$ cat src/rtl/mdc_commutator.sv
// Data-exchange stage between two radix-2 butterfly columns of a pipelined MDC FFT.
// Re-pairs samples that are D steps apart using the delay / switch / delay structure.
module mdc_commutator #(
    parameter int nb = 16,
    parameter int D  = 4,
    localparam int LD = $clog2(D)
) (
    input  logic          clk,
    input  logic          rst,
    input  logic          in_valid,
    input  logic [nb-1:0] in_a,
    input  logic [nb-1:0] in_b,
    output logic          out_valid,
    output logic [nb-1:0] out_a,
    output logic [nb-1:0] out_b,
    output logic          out_phase
);

    localparam logic [LD:0] FILL_LAST = (LD+1)'(D - 1);

    logic [LD:0]   cnt;
    logic          fill;
    logic          accept;
    logic          sel;
    logic [nb-1:0] ad;
    logic [nb-1:0] x;
    logic [nb-1:0] y;
    logic [nb-1:0] dl1 [D];
    logic [nb-1:0] dl2 [D];

    // A sample arriving together with reset is dropped, so nothing moves that cycle.
    assign accept = in_valid & ~rst;
    assign sel    = cnt[LD];
    assign ad     = dl1[D-1];

    always_comb begin
        x = ad;
        y = in_b;
        if (sel) begin
            x = in_b;
            y = ad;
        end
    end

    // Delay lines advance per accepted step, not per cycle; contents are masked by fill.
    always_ff @(posedge clk) begin
        if (accept) begin
            dl1[0] <= in_a;
            dl2[0] <= y;
            for (int i = 1; i < D; i++) begin
                dl1[i] <= dl1[i-1];
                dl2[i] <= dl2[i-1];
            end
        end
    end

    always_ff @(posedge clk) begin
        if (rst) begin
            cnt       <= '0;
            fill      <= 1'b0;
            out_valid <= 1'b0;
            out_a     <= '0;
            out_b     <= '0;
            out_phase <= 1'b0;
        end else begin
            out_valid <= in_valid & fill;
            if (in_valid) begin
                cnt       <= cnt + 1'b1;
                out_a     <= x;
                out_b     <= dl2[D-1];
                out_phase <= sel;
                if (cnt == FILL_LAST)
                    fill <= 1'b1;
            end
        end
    end

endmodule
$ cat config.mk
export PLATFORM = sky130hd
export DESIGN_NAME = mdc_commutator
export DESIGN_NICKNAME = d
export VERILOG_FILES = /design/src/rtl/mdc_commutator.sv
export SDC_FILE = /design/constraint.sdc
export NUM_CORES = 1
export LEC_CHECK = 0
export ABC_AREA = 1
export CAP_MARGIN = 40
export CELL_PAD_IN_SITES_DETAIL_PLACEMENT = 0
export CELL_PAD_IN_SITES_GLOBAL_PLACEMENT = 1
export CORE_MARGIN = 2
export CORE_UTILIZATION = 46
export DETAILED_ROUTE_END_ITERATION = 16
export GPL_TIMING_DRIVEN = 0
export PLACE_DENSITY_LB_ADDON = 0.08
export SLEW_MARGIN = 15
export SYNTH_ARGS = -nofsm -noshare
export SYNTH_HDL_FRONTEND = slang
export SYNTH_SLANG_ARGS = --single-unit
$ cat constraint.sdc
create_clock -name clk -period 23 [get_ports clk]
set_input_delay 3.45 -clock clk [delete_from_list [all_inputs] [get_ports clk]]
set_output_delay 3.45 -clock clk [all_outputs]
set_load 0.01 [all_outputs]
==> results.py, run 1 <==
metrics = {
    "floorplan": {
        "initial_core_util": 0.475,
        "ios": 69,
        "die_area_um2": 13400,
        "floorplan.rows": 40,
        "die_w_um": 116,
        "die_h_um": 116,
        "coreArea_um2": 12100,
    },
    "run": {
        "maxCapViolCount": 0,
    },
    "detailed_routing": {
        "post-route-drc-count": 0,
        "drt_wl_total_um": 9400,
        "vias_per_cell": 4.67,
        "drt-pass1-iter-count": 4,
        "ant_nets": 0,
        "via_count": 3118,
        "drt-initial-drc-count": 161,
        "avgRoutedWirePerCell_um": 14.1,
    },
    "critical_path": {
        "r2r-end": "cnt[2]",
        "critPathCapture": "dl1[3][2]",
        "crit_buf_inv": 3,
        "required_ns": 23.12,
        "crit_path_end_kind": "flip-flop",
        "cp_top_family": "buffers and inverters",
        "reg2reg_depth": 7,
        "critPathMaxStageDelay_ns": 0.56,
        "crit_top_cell": "buf_12",
        "startpoint": "rst",
        "cp-start-kind": "primary input",
        "r2r-start": "cnt[2]",
        "cp_num_cells": 4,
        "cp_cell_sequence": "clkdlybuf4s50_1 > nor2_4 > buf_12 > buf_12",
        "cp_max_fo": 28,
        "crit_type": "primary input to flip-flop",
        "ff2ff_setup_slack_ns": 21.69,
        "cp.arrival_ns": 5.07,
        "cp_slowest_cell": "clkdlybuf4s50_1",
    },
    "cts": {
        "clock_latency_ns": 0.42,
        "cts_resized": 0,
        "tritoncts": "done",
        "holdBufCountCts": 0,
        "path_clk_slew_ns": 0.06,
        "cts_root_buffer": "clkbuf_16",
        "cts-buffers-inserted": 17,
        "cts.sinks": 166,
        "clock_path_buffers": 2,
        "cts-htree-levels": 4,
        "postCtsSetupRepairBufs": 0,
    },
    "pwr": {
        "ir_worst_vdd_v": 0.0000450,
        "p_per_area_nw_per_um2": 90.3,
        "p_leak_uw": 0.00272,
    },
    "layout": {
        "multiInputGateArea_um2": 897,
        "nFillCells": 959,
        "seq_area_um2": 4600,
        "final_layout_size_suffix_gt1_frac": 0.146,
        "layout.nets": 525,
        "fin_area_um2": 7340,
        "area_growth_syn_to_layout_pct": 27.4,
        "instances_no_fill": 668,
        "antenna_cells": 0,
    },
    "yosys": {
        "syn_nets": 434,
        "yosysSeqAreaShare": 0.800,
        "synth_cell_types": 19,
        "avgSynthCellArea_um2": 14.5,
        "syn_area_um2": 5760,
        "synthCells": 397,
        "synth_async_sr_flop_share": 0,
        "synth-seq-cells": 166,
        "ys.flop_type": "edfxtp_1",
        "synth_warnings": 0,
        "synth_edf_count": 128,
    },
    "timing": {
        "rsz0062_at_grt": "no",
        "slew_violations": 0,
        "clock_skew_ns": 0.00485,
        "whs_ns": 0.413,
        "fmax_mhz": 202,
        "setup_violations": 0,
        "worstMarginPinSlew_ns": 0.581,
        "slew_headroom": 0.612,
        "period_minus_slack_ns": 4.95,
        "setup_tns_ns": 0,
        "final-hold-violation-count": 0,
        "timing.final.crit_share": 0.215,
    },
    "placement": {
        "dpl_cell_area_um2": 6770,
        "place_hpwl_um": 6150,
        "dp.cells": 637,
        "port_buffers": 67,
        "place_congestion": 0.727,
    },
    "global_routing": {
        "grt_pass1_wl_um": 15200,
        "grt_pass1_vias": 3031,
        "grt_max_degree": 29,
        "globalRouteTotalUtil": 0.155,
        "gr-total-overflow": 0,
        "antenna_found_initial": 0,
    },
    "hold_path": {
        "hp-class": "flip-flop to flip-flop",
    },
    "status": {
        "status": "finished, final reports clean",
    },
}
[registers in the layout, summed over array words and instances (netlist names)]
signal     cells
cnt            3
dl1           64
dl2           64
fill           1
out_a         16
out_b         16
out_phase      1
out_valid      1
[cell families after synthesis]
kind of cell,synth area share
flip-flops,0.800
AND/OR/NAND/NOR,0.0911
buffers and inverters,0.0456
XOR/XNOR,0.00152
adder cells (fa/ha/maj),0.00435
AO/OA/AOI/OAI,0.0576
[cells in the final DEF, fill, tap and decap left out, drive strengths merged, types with 2 or more instances in the layout]
cell           synthesis  layout
clkinv                 0      10
clkbuf                 0      18
inv                   20      20
nand2                 51      51
o21ai                 50      50
buf                   18      23
dfxtp                 38      38
edfxtp               128     128
bufinv                 0       3
nor2                  86      86
clkdlybuf4s50          0      67
a21oi                  2       2
ha                     2       2
[synth_stat cells, types with 2 or more instances]
cell,instances,share of area
buf_4,4,0.0052
inv_1,17,0.011
nand2_1,51,0.033
dfxtp_1,38,0.13
o21ai_2,18,0.027
buf_6,12,0.023
nor2_1,86,0.056
edfxtp_1,128,0.67
o21ai_0,9,0.0078
o21ai_1,23,0.020
inv_2,2,0.0013
ha_1,2,0.0043
[report_power, final]
| group | leakage (uW) | switching (uW) | internal (uW) | total [uW] |
|---|---|---|---|---|
| registers | 0.00152 | 5.05 | 339 | 344 |
| logic | 0.000919 | 23.4 | 22.8 | 46.2 |
| clock network | 0.000283 | 105 | 167 | 273 |
| total | 0.00272 | 134 | 529 | 662 |
[metrics by stage]
stage	utilization	power, uW	setup WS (ns)
floorplan	-	374	13.27
global placement	0.548	395	10.75
detailed placement	0.559	397	17.59
CTS	0.606	670	18.04
global route	0.606	688	17.96
finish	0.606	662	18.05
[layout make-up]
| class | count | area share |
|---|---|---|
| plain buffers | 18 | 0.0252 |
| clock buffers | 18 | 0.0585 |
| clock inverters | 13 | 0.0189 |
| inverters | 20 | 0.0106 |
| multi-input cells | 193 | 0.122 |
| flip-flops and latches | 166 | 0.628 |
| well taps | 168 | 0.0287 |
| repair buffers | 72 | 0.108 |
[worst min-delay path by stage]
stage,from,slack (ns),endpoint,depth (start not counted)
2_1_floorplan,dl1[0][0],0.40,dl1[1][0],0
5_1_grt,dl1[2][6],0.41,dl1[3][6],0
4_1_cts,dl2[0][15],0.41,dl2[1][15],0
3_3_place_gp,dl2[1][14],0.40,dl2[2][14],0
3_5_place_dp,dl1[0][13],0.40,dl1[1][13],0
6_report,dl2[0][15],0.41,dl2[1][15],0
[worst reg2reg max path, delay by kind of cell, from the launching register on]
family / cells / cell delay [ns]
AO/OA/AOI/OAI: 1 / 0.11
adder cells (fa/ha/maj): 1 / 0.30
buffers and inverters: 3 / 0.40
flip-flops: 1 / 0.33
AND/OR/NAND/NOR: 2 / 0.11
[metal layers]
layer  vias to the layer above  GRT usage  share of wire  wire [um]
met5                         -          0              0          0
met4                         0     0.0738          0.023        212
met3                        19     0.0471          0.049        456
met2                        76      0.244           0.48       4530
met1                      1479      0.199           0.45       4200
li1                       1544          -              -          -
Power figures use the tool's default switching activity.
==> run 2: changes to the inputs <==
- CORE_UTILIZATION: 46 -> 41
- clock period: 23 -> 4.5 ns (I/O delays scaled with it)
==> results.py, run 2 (synthesized netlist as in run 1, its figures left out) <==
metrics = {
    "status": {
        "status": "finished, final reports clean",
    },
    "pwr": {
        "ir_worst_vdd_v": 0.000242,
        "p_leak_uw": 0.00269,
        "p_int_uw": 2600,
        "switching_share": 0.205,
        "p_seq_frac": 0.536,
        "finalPower_uw": 3280,
        "combPwrFrac": 0.072,
        "p_per_area_nw_per_um2": 449,
        "clockPowerShare": 0.392,
        "power_switching_uw": 673,
    },
    "floorplan": {
        "die_area_um2": 15000,
        "ios": 69,
        "die_h_um": 122,
        "floorplan.rows": 43,
        "initial_core_util": 0.418,
        "die_w_um": 122,
        "coreArea_um2": 13800,
    },
    "timing": {
        "clock_skew_ns": 0.00585,
        "setup_tns_ns": 0,
        "fmax_mhz": 496,
        "timing.final.crit_share": 0.448,
        "rsz0062_at_grt": "no",
        "slew_violations": 0,
        "setup_violations": 0,
        "final-hold-violation-count": 0,
        "period_minus_slack_ns": 2.02,
        "slew_headroom": 0.782,
        "fin_ws_ns": 2.48,
        "worstMarginPinSlew_ns": 0.326,
    },
    "hold_path": {
        "hold_start": "dl1[2][5]",
        "hold_depth": 0,
        "hp-class": "flip-flop to flip-flop",
        "whs_endpoint": "dl1[3][5]",
    },
    "detailed_routing": {
        "drt-initial-drc-count": 159,
        "post-route-drc-count": 0,
        "vias_per_cell": 4.57,
        "avgRoutedWirePerCell_um": 14.6,
        "drt-pass1-iter-count": 4,
        "drt_wl_total_um": 9920,
        "ant_nets": 0,
        "via_count": 3109,
    },
    "global_routing": {
        "met3_usage": 0.0493,
        "antenna_found_initial": 0,
        "globalRouteTotalUtil": 0.146,
        "gr-total-overflow": 0,
        "global_route.usage.met2": 0.232,
        "grt_pass1_vias": 3139,
        "grt_max_degree": 29,
        "grt_busiest_layer": "met2",
        "grt_pass1_wl_um": 16000,
        "grtUsageMet1": 0.185,
    },
    "layout": {
        "nFillCells": 1221,
        "antenna_cells": 0,
        "layout_common_cells": "128 x edfxtp_1, 85 x nor2_1, 67 x clkdlybuf4s50_1, 51 x nand2_1, 38 x dfxtp_1",
        "fin_area_um2": 7290,
        "final_util": 0.530,
        "final_layout_size_suffix_gt1_frac": 0.142,
        "reg_top3": "dl1 (64), dl2 (64)",
        "final_common_cell": "edfxtp_1",
        "area_growth_syn_to_layout_pct": 26.7,
        "layout.nets": 525,
    },
    "cts": {
        "cts-htree-levels": 4,
        "clock_latency_ns": 0.41,
        "tritoncts": "done",
        "holdBufCountCts": 0,
        "path_clk_slew_ns": 0.06,
        "cts_resized": 0,
        "cts_root_buffer": "clkbuf_16",
        "cts-buffers-inserted": 17,
        "postCtsSetupRepairBufs": 0,
        "clock_path_buffers": 2,
        "cts.sinks": 166,
    },
    "critical_path": {
        "crit_buf_inv": 1,
        "crit_path_end_kind": "output port",
        "r2r-start": "cnt[2]",
        "cp.arrival_ns": 1.34,
        "cp_top_family": "buffers and inverters",
        "r2r-end": "cnt[2]",
        "ff2ff_setup_slack_ns": 3.20,
        "required_ns": 3.83,
        "cp_max_fo": 2,
        "reg2reg_depth": 7,
        "cp_num_cells": 1,
        "cp_cell_sequence": "clkdlybuf4s50_1",
        "cp-start-kind": "flip-flop",
        "crit_type": "flip-flop to output port",
        "critPathMaxStageDelay_ns": 0.55,
        "cp_slowest_cell": "clkdlybuf4s50_1",
    },
    "placement": {
        "place_congestion": 0.744,
        "dpl_cell_area_um2": 6770,
        "port_buffers": 67,
        "post-place-ws_ns": 2.21,
        "place_hpwl_um": 6420,
    },
    "run": {
        "maxCapViolCount": 0,
    },
}
run 2: area by class of cell:
| type | instances | area [um2] | area share |
|---|---|---|---|
| Sequential cell | 166 | 4600 | 0.631 |
| Multi-Input combinational cell | 193 | 897 | 0.123 |
| Timing Repair Buffer | 72 | 778 | 0.107 |
| Clock buffer | 27 | 503 | 0.0690 |
| Tap cell | 180 | 225 | 0.0309 |
| Buffer | 18 | 185 | 0.0254 |
| Inverter | 20 | 77.6 | 0.0106 |
| Clock inverter | 5 | 22.5 | 0.00309 |
run 2: worst max-delay path by stage:
stage          startpoint    endpoint
6_report         out_a[4]    out_a[4]
5_1_grt          out_a[5]    out_a[5]
4_1_cts         out_a[13]   out_a[13]
3_5_place_dp          rst   dl1[0][2]
3_3_place_gp          rst  dl1[0][10]
2_1_floorplan    in_valid   dl1[0][0]
run 2: stage by stage:
step / instances / hold slack (ns)
floorplan: 397 / 0.400
global placement: 644 / 0.400
detailed placement: 649 / 0.405
CTS: 681 / 0.413
global route: 681 / 0.422
finish: 681 / 0.411
run 2: power groups by stage:
stage	Clock [uW]	Sequential, uW	Combinational [uW]
after floorplan	0	1790	109
after global placement	0	1790	224
after detailed placement	0	1790	239
after CTS	1330	1760	240
after global routing	1390	1760	261
final	1290	1760	235
run 2: layer usage:
metal | wire length [um] | part of all wire
met1 | 4560 | 0.46
met2 | 4820 | 0.49
met3 | 430 | 0.043
met4 | 110 | 0.011
met5 | 0 | 0
